==> src/rtl/ttl_74169_chain.sv <==
// ttl_74169_chain
//   Synchronous up/down presettable binary counter made of NIBBLES cascaded
//   74169-style 4-bit stages. The stages are chained internally in the same
//   way as the discrete parts: ENP fans out to every stage, and each stage's
//   T input comes from the ripple-carry output of the stage below it.
//
// Parameters
//   NIBBLES     number of 4-bit stages (W = 4*NIBBLES, must be >= 1)
//   DELAY_RISE  rise delay (ns) of the discrete part; the RTL is zero-delay
//   DELAY_FALL  fall delay (ns) of the discrete part; the RTL is zero-delay
//
// Ports
//   Clk            rising-edge clock
//   Clear_bar      synchronous clear, active-low (highest priority)
//   Load_bar       synchronous parallel load of D, active-low
//   ENP_bar        count enable P, active-low, to all stages
//   ENT_bar        count enable T, active-low, to stage 0
//   U_D            direction, 1 = up, 0 = down
//   D[W-1:0]       preset value
//   Q[W-1:0]       count; stage i is Q[4i+3:4i]
//   Stage_RCO_bar  per-stage ripple carry, active-low, combinational
//   RCO_bar        chain ripple carry (= Stage_RCO_bar[NIBBLES-1])
//   Wrap           only with TTL_74169_WRAP_FLAG_EN defined: sticky flag,
//                  set when the whole chain wraps, cleared by clear or load

// One 4-bit stage: state register plus its terminal-count detect. The T gating
// and the carry chain live in the top so the chain is evaluated in one place.
module ttl_74169_stage (
    input  logic       clk,
    input  logic       clear_n,
    input  logic       load_n,
    input  logic       enp_n,
    input  logic       t_n,
    input  logic       up,
    input  logic [3:0] d,
    output logic [3:0] q,
    output logic       tc
);
    logic [3:0] q_q, q_d;

    always_comb begin
        q_d = q_q;
        if (!load_n)
            q_d = d;
        else if (!enp_n && !t_n)
            q_d = up ? q_q + 4'd1 : q_q - 4'd1;
    end

    always_ff @(posedge clk) begin
        if (!clear_n) q_q <= 4'h0;
        else          q_q <= q_d;
    end

    assign q  = q_q;
    assign tc = up ? (q_q == 4'hF) : (q_q == 4'h0);
endmodule

module ttl_74169_chain #(
    parameter int NIBBLES    = 2,
    parameter int DELAY_RISE = 0,
    parameter int DELAY_FALL = 0
) (
    input  logic                 Clk,
    input  logic                 Clear_bar,
    input  logic                 Load_bar,
    input  logic                 ENP_bar,
    input  logic                 ENT_bar,
    input  logic                 U_D,
    input  logic [4*NIBBLES-1:0] D,
    output logic [4*NIBBLES-1:0] Q,
    output logic [NIBBLES-1:0]   Stage_RCO_bar,
`ifdef TTL_74169_WRAP_FLAG_EN
    output logic                 Wrap,
`endif
    output logic                 RCO_bar
);
    // The delays describe the discrete part's timing only; they are checked
    // here so a bad value is caught at elaboration instead of silently kept.
    if (NIBBLES < 1 || DELAY_RISE < 0 || DELAY_FALL < 0) begin : g_bad_param
        $error("ttl_74169_chain: NIBBLES must be >= 1 and delays >= 0");
    end

    logic [NIBBLES-1:0] stage_t_n;
    logic [NIBBLES-1:0] stage_tc;
    logic [NIBBLES-1:0] rco_n;

    // Carry chain: a stage ripples out only when its own T is active and it
    // sits at terminal count, and that ripple is the next stage's T.
    always_comb begin
        logic t_n;
        t_n       = ENT_bar;
        stage_t_n = '1;
        rco_n     = '1;
        for (int i = 0; i < NIBBLES; i++) begin
            stage_t_n[i] = t_n;
            rco_n[i]     = ~(~t_n & stage_tc[i]);
            t_n          = rco_n[i];
        end
    end

    for (genvar i = 0; i < NIBBLES; i++) begin : g_stage
        ttl_74169_stage u_stage (
            .clk     (Clk),
            .clear_n (Clear_bar),
            .load_n  (Load_bar),
            .enp_n   (ENP_bar),
            .t_n     (stage_t_n[i]),
            .up      (U_D),
            .d       (D[4*i +: 4]),
            .q       (Q[4*i +: 4]),
            .tc      (stage_tc[i])
        );
    end

    assign Stage_RCO_bar = rco_n;
    assign RCO_bar       = rco_n[NIBBLES-1];

`ifdef TTL_74169_WRAP_FLAG_EN
    logic wrap_q, wrap_d;

    // The whole chain wraps exactly when it counts while the last ripple
    // carry is active (every stage at terminal count with T enabled).
    always_comb begin
        wrap_d = wrap_q;
        if (!Load_bar)
            wrap_d = 1'b0;
        else if (!ENP_bar && !rco_n[NIBBLES-1])
            wrap_d = 1'b1;
    end

    always_ff @(posedge Clk) begin
        if (!Clear_bar) wrap_q <= 1'b0;
        else            wrap_q <= wrap_d;
    end

    assign Wrap = wrap_q;
`endif
endmodule

==> config.mk <==
export PLATFORM = sky130hd
export DESIGN_NAME = ttl_74169_chain
export DESIGN_NICKNAME = d
export VERILOG_FILES = /design/src/rtl/ttl_74169_chain.sv
export SDC_FILE = /design/constraint.sdc
export NUM_CORES = 1
export LEC_CHECK = 0
export ABC_CLOCK_PERIOD_IN_PS = 2000
export BUFFER_PORTS_ARGS = -buffer_cell sky130_fd_sc_hd__buf_2
export CELL_PAD_IN_SITES_DETAIL_PLACEMENT = 0
export CELL_PAD_IN_SITES_GLOBAL_PLACEMENT = 1
export CORE_MARGIN = 2
export CORE_UTILIZATION = 34
export CTS_CLUSTER_SIZE = 25
export DETAILED_ROUTE_END_ITERATION = 7
export PLACE_DENSITY = 0.8
export SKIP_CTS_REPAIR_TIMING = 1
export SLEW_MARGIN = 20
export SYNTH_ARGS = -nofsm -noshare
export SYNTH_HDL_FRONTEND = slang
export SYNTH_SLANG_ARGS = --single-unit
==> constraint.sdc <==
create_clock -name Clk -period 2 [get_ports Clk]
set_input_delay 0.4 -clock Clk [delete_from_list [all_inputs] [get_ports Clk]]
set_output_delay 0.4 -clock Clk [all_outputs]
set_load 0.01 [all_outputs]
Yosys cells after proc, flatten, opt, wreduce, memory -nomap -nowiden
Cells that the tools add are included.
- word-level logic and storage cells: 29
- output and inout bits: 11
- bits in registers: 8
- input bits: 14
- bitwise operators: 5
- reduce and logical (&&, ||, !) cells: 6
- $add $sub $neg: 4
- multiplexer cells: 8
- equality and inequality tests: 4
- operators with widths (operator ; number):
    two-way mux 4 bit ; 6
    adder 4 x 1 -> 4 bit, second input constant ; 2
    equality test 4 bit, second input constant ; 2
    logical NOT 4 bit ; 2
    subtractor 4 x 1 -> 4 bit, second input constant ; 2
    != test 2 x 1 -> 1 bit, second input constant ; 2
    inverter 1 bit ; 3
    bitwise AND 1 bit ; 2
    logical AND 1 bit ; 2
    logical NOT 1 bit ; 2
    two-way mux 1 bit ; 2

Depth between registers and ports, before layout
Gate-level depths: netlist of run 1.
- depth in word-level cells: 6
- gate-level depth with buffers: 7
- depth with buffers taken out: 7

Hierarchy
Synthesis of run 1 repeated with hierarchy kept, for this count alone.
- cells, all modules: 77
- area, all modules: 646.9 um2
- modules (own cells, without submodules) (module ; seq. area each (um2) ; cells each ; instances ; area each (um2)):
    ttl_74169_stage ; 80.1 ; 37 ; 2 ; 312.8
    ttl_74169_chain ; 0.0 ; 3 ; 1 ; 21.3

Worst setup path before layout of run 1
Ideal clock, no wire load.
- path type: reg-to-output
- start: register g_stage[0].u_stage.q_q[0]
- end: output port Stage_RCO_bar[1]
- cell stages (with the launch flop): 6
- buffers on the path: 1
- path slack: 65 ps
- data required time: 1600 ps
- arrival: 1535 ps
- path through: dfxtp_1 -> and4_2 -> mux2_4 -> or2b_1 -> o21bai_1 -> buf_4
- word-level cells in the longest chain between the ends: 5
- elaborated cells between the ends (all ways): 6
- those cells by class: eq/ne: 1; mux: 1; bitwise: 3; reduce/logical: 1
- ends and longest elaborated chain (element ; line ; source):
    from (decl) ; 39 ; logic [3:0] q_q, q_d;
    from (signal assigned) ; 51 ; else q_q <= q_d;
    equality test 4 bit or logical NOT 4 bit (tied branches) ; 55 ; assign tc = up ? (q_q == 4'hF) : (q_q == 4'h0);
    two-way mux 1 bit * ; 55 ;
    bitwise AND 1 bit * (2 in series) ; 96 ; rco_n[i] = ~(~t_n & stage_tc[i]);
    inverter 1 bit * ; 96 ;
    to (decl) ; 71 ; output logic [NIBBLES-1:0] Stage_RCO_bar,
Mark *: on every way between the ends. The rest lies on a longest branch, timed or not.

Final worst setup path of run 1
- start: register g_stage[0].u_stage.q_q[0]
- end: output port RCO_bar
- word-level cells in the longest chain between the ends: 5
- elaborated cells between the ends (all ways): 6
- those cells by class: eq/ne: 1; mux: 1; bitwise: 3; reduce/logical: 1
- ends and longest elaborated chain (element ; line ; source):
    equality test 4 bit or logical NOT 4 bit (tied branches) ; 55 ;
    two-way mux 1 bit * ; 55 ;
    bitwise AND 1 bit * (2 in series) ; 96 ;
    inverter 1 bit * ; 96 ;
    to (decl) ; 75 ; output logic RCO_bar
Marked as above.

==> flow_metrics.env, run 1 <==
export IMPL_finalSetupViolCount=2
export IMPL_netlist_area_leader_share_pct=23.88
export IMPL_largest_reg_flops=8
export IMPL_hpwl_um=1127
export IMPL_vias_per_cell=4.845
export IMPL_synth_area_per_cell_um2=9.187
export IMPL_yosysTopAreaCell="dfxtp_1"
export IMPL_maxCapViolations=0
export IMPL_initial_core_util_pct=35.26
export IMPL_reg2reg_to="g_stage[1].u_stage.q[3]$_SDFFE_PN0P_"
export IMPL_synth_common_cells="9 x nor2_1, 8 x dfxtp_1, 5 x a21oi_1, 4 x ha_1"
export IMPL_routed_wl_um=1457
export IMPL_coreArea_um2=1902
export IMPL_wl_met2_um=706
export IMPL_synth_distinct_cells=37
export IMPL_portBuffers=24
export IMPL_wire_per_inst_um=11.29
export IMPL_die_area_um2=2344
export IMPL_relSlewSlack_pct=77.87
export IMPL_m1WireLength_um=694
export IMPL_cp_end_kind="primary output"
export IMPL_ys_warn_count=0
export IMPL_clockBufferDepth=2
export IMPL_crit_chain="nor4_4, mux2_4, or2b_1, o21bai_4, buf_6"
export IMPL_timing_final_ws_setup_ns=-0.04553
export IMPL_clock_latency_ns=0.26
export IMPL_fin_crit_ns=2.046
export IMPL_first_pass_iters=2
export IMPL_path_max_fanout=3
export IMPL_ant_nets=0
export IMPL_ir_worst_vdd_uv=176.1
export IMPL_num_vias=625
export IMPL_violations="setup timing"
export IMPL_run_status="finished with violations"
export IMPL_slowest_stage="dfxtp_2"
export IMPL_io_pins=25
export IMPL_top_layer="met4"
export IMPL_slew_violations=0
export IMPL_root_buffer="clkbuf_4"
export IMPL_antenna_found_initial=0
export IMPL_hold_viol=0
export IMPL_synth_edf_count=0
export IMPL_nNetsFinal=124
export IMPL_grt_pass1_wl_um=2684
export IMPL_synth_ff_type="dfxtp_1"
export IMPL_wl_met3_um=32
export IMPL_numCtsBuffers=3
export IMPL_timing_final_crit_share_pct=102.3
export IMPL_first_global_vias=653
export IMPL_cp_startpoint="g_stage[0].u_stage.q[0]$_SDFFE_PN0P_"
export IMPL_cp_endpoint="RCO_bar"
export IMPL_cpPeakStageDelay_ns=0.33
export IMPL_synth_most_common_cell="nor2_1"
export IMPL_required_ns=1.60
export IMPL_syn_to_final_growth_pct=35.07
export IMPL_multiInputGateArea_um2=484.2
export IMPL_fp_dieW_um=48.41
export IMPL_gp_congestion=0.7618
export IMPL_cts_max_level=1
export IMPL_synth_cells=73
export IMPL_diodes=0
export IMPL_ys_top_cells_by_area="dfxtp_1 24%, ha_1 7.5%, fa_1 6.0%"
export IMPL_clock_skew_ns=0.005253
export IMPL_fmax_ghz=0.4889
export IMPL_drc=0
export IMPL_grt_use_total_pct=14.50
export IMPL_synth_nets=93
export IMPL_critPathKind="reg -> out"
export IMPL_rsz0062_at_grt="yes"
export IMPL_rows=16
export IMPL_netlist_area_um2=670.6
export IMPL_whs_ns=0.3786
export IMPL_rr_worst_depth=6
export IMPL_ys_seq_area_share_pct=23.88
export IMPL_cp_start_kind="flip-flop"
export IMPL_clock_sinks=8
export IMPL_synthArstFlopShare_pct=0
export IMPL_cellPowerDensity_nw_per_um2=529.9
export IMPL_grt_max_degree=20
export IMPL_dieHeight_um=48.41
export IMPL_synth_seq_cells=8
export IMPL_hold_path_class="in -> reg"
export IMPL_overflow=0
export IMPL_cp_arrival_ns=1.65
export IMPL_fill_cells=190
export IMPL_drive_above_1_share_pct=44.12
export IMPL_drtIter0Drc=2
export IMPL_r2r_start="g_stage[1].u_stage.q[1]$_SDFFE_PN0P_"
export IMPL_cellLeakagePower_nw=0.4292
export IMPL_p_total_mw=0.4800
export IMPL_tightest_slew_ns=0.3319
export IMPL_tritoncts="built"
export IMPL_clkTransAtPathRegs_ns=0.06
export IMPL_seq_area_um2=163.9
export IMPL_r2r_slack_ns=0.24
final cells by class:
cell class	instances	area share, %
inverters	2	0.8287
clock buffers	3	2.486
well taps	27	3.729
multi-input cells	59	53.45
flip-flops and latches	8	18.09
repair buffers	30	21.41
logic make-up (layout without fill, tap and decap cells):
logic type / count (synthesis) / in the layout / synth area share (%)
XOR/XNOR: 5 / 5 / 6.531
buffers and inverters: 6 / 35 / 5.596
AO/OA/AOI/OAI: 16 / 16 / 16.60
AND/OR/NAND/NOR: 27 / 27 / 25.56
flip-flops: 8 / 8 / 23.88
multiplexers: 5 / 5 / 8.395
adder cells (fa/ha/maj): 6 / 6 / 13.43
per-stage QoR:
stage                     std cells  setup slack [ns]  setup TNS, ns  utilization [%]  area [um^2]
final                           129          -0.04553       -0.09051            47.63        905.9
after CTS                       128           -0.1359        -0.2697            44.93        854.6
after detailed placement        125           0.04455              0            43.75        832.0
after global routing            129           -0.1336        -0.3346            47.63        905.9
after global placement          125           0.07552              0            43.75        832.0
after floorplan                  73           0.06488              0                -        670.6
power breakdown:
group | internal [mW] | total, mW | switching, mW | leakage (nW)
Combinational | 0.0822 | 0.154 | 0.0714 | 0.348
Clock | 0.0692 | 0.131 | 0.0620 | 0.0138
Sequential | 0.174 | 0.195 | 0.0212 | 0.0674
placed cells by master, fill, tap and decap left out, types with 2 or more instances in the layout:
| cell type | n |
|---|---|
| xor2_1 | 2 |
| nand2_1 | 3 |
| xnor2_1 | 3 |
| dfxtp_1 | 5 |
| buf_2 | 20 |
| dfxtp_2 | 3 |
| a21oi_1 | 5 |
| a211oi_1 | 2 |
| o21ai_0 | 3 |
| clkbuf_4 | 3 |
| nand2b_1 | 2 |
| inv_1 | 2 |
| fa_1 | 2 |
| buf_6 | 5 |
| buf_4 | 5 |
| ha_1 | 4 |
| mux2i_1 | 3 |
| nor2_1 | 9 |
layer usage:
layer  GRT usage [%]  vias to the layer above
li1                -                      323
met5               0                        -
met3           1.235                        3
met2           23.38                       13
met1           18.41                      286
met4           10.00                        0
how the worst min path moves through the flow:
stage,from,endpoint,cells past startpoint
floorplan,Clear_bar,g_stage[1].u_stage.q[1]$_SDFFE_PN0P_,2
global placement,g_stage[1].u_stage.q[3]$_SDFFE_PN0P_,g_stage[1].u_stage.q[3]$_SDFFE_PN0P_,2
detailed placement,g_stage[1].u_stage.q[3]$_SDFFE_PN0P_,g_stage[1].u_stage.q[3]$_SDFFE_PN0P_,2
CTS,D[2],g_stage[0].u_stage.q[2]$_SDFFE_PN0P_,3
global route,D[2],g_stage[0].u_stage.q[2]$_SDFFE_PN0P_,3
finish,D[2],g_stage[0].u_stage.q[2]$_SDFFE_PN0P_,3
critical path, delay by kind of cell, from the launching register on:
| family | cells | cell delay [ns] |
|---|---|---|
| AOI/OAI and AO/OA | 1 | 0.19 |
| buffers and inverters | 1 | 0.13 |
| DFF | 1 | 0.33 |
| muxes | 1 | 0.21 |
| and+or+nand+nor | 2 | 0.53 |
Note: power is estimated with default switching activity, not from simulation.
==> run 2, diff against run 1 <==
==> constraint.sdc (replaced) <==
create_clock -name Clk -period 2 [get_ports Clk]
set_input_delay 0 -clock Clk [delete_from_list [all_inputs] [get_ports Clk]]
set_output_delay 0 -clock Clk [all_outputs]
set_load 0.01 [all_outputs]
==> run 2 against run 1 <==
The flow finishes with violations (hold timing); clock power about the same; non-clock buffer count decreased by 6; global-route usage decreased by 1.6 points; core utilization decreased by 4.7 points; cell area decreased by 9.8%; maximum frequency increased by 16%; wire length decreased by 5.4%; register-to-register slack about the same; critical path depth increased by 1; clock-buffer cell count unchanged; critical path type is now reg -> reg; critical endpoint is now g_stage[1].u_stage.q[3]$_SDFFE_PN0P_; highest routed layer unchanged.
==> flow_metrics.env, run 2 (synthesized netlist as in run 1, its figures left out) <==
export IMPL_run_status="finished with violations"
export IMPL_violations="hold timing"
export IMPL_grt_busiest_layer="met2"
export IMPL_cp_num_buf_inv=0
export IMPL_portBuffers=24
export IMPL_critPathKind="reg -> reg"
export IMPL_die_area_um2=2344
export IMPL_use_met2_pct=21.76
export IMPL_cp_depth=6
export IMPL_coreArea_um2=1902
export IMPL_grt_max_degree=20
export IMPL_grt_use_total_pct=12.85
export IMPL_power_frac_clock_pct=28.1
export IMPL_clock_sinks=8
export IMPL_cts_max_level=1
export IMPL_rsz0062_at_grt="no"
export IMPL_drc=0
export IMPL_initial_core_util_pct=35.26
export IMPL_antenna_found_initial=0
export IMPL_whs_path_depth=3
export IMPL_clkTransAtPathRegs_ns=0.06
export IMPL_first_global_vias=594
export IMPL_nNetsFinal=118
export IMPL_fp_dieW_um=48.41
export IMPL_slew_violations=0
export IMPL_relSlewSlack_pct=71.11
export IMPL_crit_chain="ha_1, a21o_1, a21oi_1, mux2i_1, mux2_2, o311ai_0"
export IMPL_maxCapViolations=0
export IMPL_cp_arrival_ns=1.92
export IMPL_rr_worst_depth=6
export IMPL_slowest_stage="dfxtp_1"
export IMPL_place_area_um2=794.5
export IMPL_hold_path_class="in -> reg"
export IMPL_use_met1_pct=16.05
export IMPL_diodes=0
export IMPL_path_max_fanout=6
export IMPL_p_int_mw=0.3110
export IMPL_required_ns=2.15
export IMPL_gp_congestion=0.8324
export IMPL_cellLeakagePower_nw=0.3910
export IMPL_wire_per_inst_um=11.21
export IMPL_hpwl_um=1106
export IMPL_pwr_share_seq_pct=42.5
export IMPL_fin_crit_ns=1.764
export IMPL_syn_to_final_growth_pct=21.83
export IMPL_mostFrequentLayoutCell="buf_2"
export IMPL_drtIter0Drc=5
export IMPL_ir_worst_vdd_uv=302.6
export IMPL_numCtsBuffers=3
export IMPL_num_vias=616
export IMPL_drive_above_1_share_pct=36.46
export IMPL_dieHeight_um=48.41
export IMPL_rows=16
export IMPL_io_pins=25
export IMPL_cpPeakStageDelay_ns=0.43
export IMPL_cp_start_kind="flip-flop"
export IMPL_clock_latency_ns=0.26
export IMPL_root_buffer="clkbuf_4"
export IMPL_combPwrFrac_pct=29.4
export IMPL_tightest_slew_ns=0.4329
export IMPL_clock_skew_ns=0.003718
export IMPL_finalSetupViolCount=0
export IMPL_p_total_mw=0.4612
export IMPL_crit_family="multiplexers"
export IMPL_routed_wl_um=1379
export IMPL_whs_ns=-0.02571
export IMPL_overflow=0
export IMPL_fin_setup_tns_ns=0
export IMPL_tritoncts="built"
export IMPL_cp_end_kind="flip-flop"
export IMPL_design_area_um2=817.0
export IMPL_swShare_pct=32.57
export IMPL_final_cell_mix="24 x buf_2, 9 x nor2_1, 8 x dfxtp_1"
export IMPL_largest_reg_flops=8
export IMPL_hold_viol=1
export IMPL_first_pass_iters=4
export IMPL_fmax_ghz=0.5670
export IMPL_clockBufferDepth=2
export IMPL_netSwitchingPower_mw=0.1502
export IMPL_gr_usage_met3_pct=2.160
export IMPL_ant_nets=0
export IMPL_timing_final_crit_share_pct=88.19
export IMPL_vias_per_cell=5.008
export IMPL_grt_pass1_wl_um=2408
export IMPL_cellPowerDensity_nw_per_um2=564.5
## run 2: cell count changes in the layout (fill, tap and decap cells not counted), moves of 3 or more
| cell | delta |
|---|---|
| buf_2 | +4 |
| buf_4 | -5 |
| buf_6 | -5 |
| dfxtp_1 | +3 |
| dfxtp_2 | -3 |
## run 2: layout make-up
cell class                      count  area [um^2]
Fill cell                         191         1085
Multi-Input combinational cell     59        473.0
Sequential cell                     8        160.2
Timing Repair Buffer               24        120.1
Tap cell                           27        33.78
Clock buffer                        3        22.52
Inverter                            2        7.507
## run 2: worst register-to-register path, delay by kind of cell (launching register included)
kind / cells / cell delay, ns
muxes: 2 / 0.55
DFF: 1 / 0.43
AOI/OAI and AO/OA: 3 / 0.42
adders and majority gates: 1 / 0.26
## run 2: power groups by stage
| stage | clock network, mW | logic [mW] | registers, mW |
|---|---|---|---|
| 5_1_grt | 0.135 | 0.154 | 0.199 |
| 3_5_place_dp | 0 | 0.137 | 0.200 |
| 6_report | 0.129 | 0.136 | 0.196 |
| 3_3_place_gp | 0 | 0.134 | 0.198 |
| 2_1_floorplan | 0 | 0.0913 | 0.202 |
| 4_1_cts | 0.130 | 0.138 | 0.197 |
## run 2: path summary, 6_finish.rpt
check | start | endpoint | slack (ns)
max | g_stage[1].u_stage.q[1]$_SDFFE_PN0P_ | g_stage[1].u_stage.q[3]$_SDFFE_PN0P_ | 0.24
min | D[2] | g_stage[0].u_stage.q[2]$_SDFFE_PN0P_ | -0.03
max reg2reg | g_stage[1].u_stage.q[1]$_SDFFE_PN0P_ | g_stage[1].u_stage.q[3]$_SDFFE_PN0P_ | 0.24
min reg2reg | g_stage[1].u_stage.q[3]$_SDFFE_PN0P_ | g_stage[1].u_stage.q[3]$_SDFFE_PN0P_ | 0.57
## run 2: metrics by stage
| step | hold slack (ns) | std cells | util, % | setup WS (ns) |
|---|---|---|---|---|
| floorplan | 0.1384 | 73 | - | 0.2482 |
| global placement | 0.2315 | 120 | 41.78 | 0.2888 |
| detailed placement | 0.2488 | 120 | 41.78 | 0.2199 |
| CTS | -0.01815 | 123 | 42.96 | 0.2186 |
| global route | 0.02793 | 123 | 42.96 | 0.07157 |
| finish | -0.02571 | 123 | 42.96 | 0.2362 |
## run 2: metal layers
| layer | wire length, um | share of wire (%) |
|---|---|---|
| met3 | 42 | 3.0 |
| met1 | 675 | 49 |
| met2 | 632 | 46 |
| met4 | 29 | 2.1 |
| met5 | 0 | 0 |
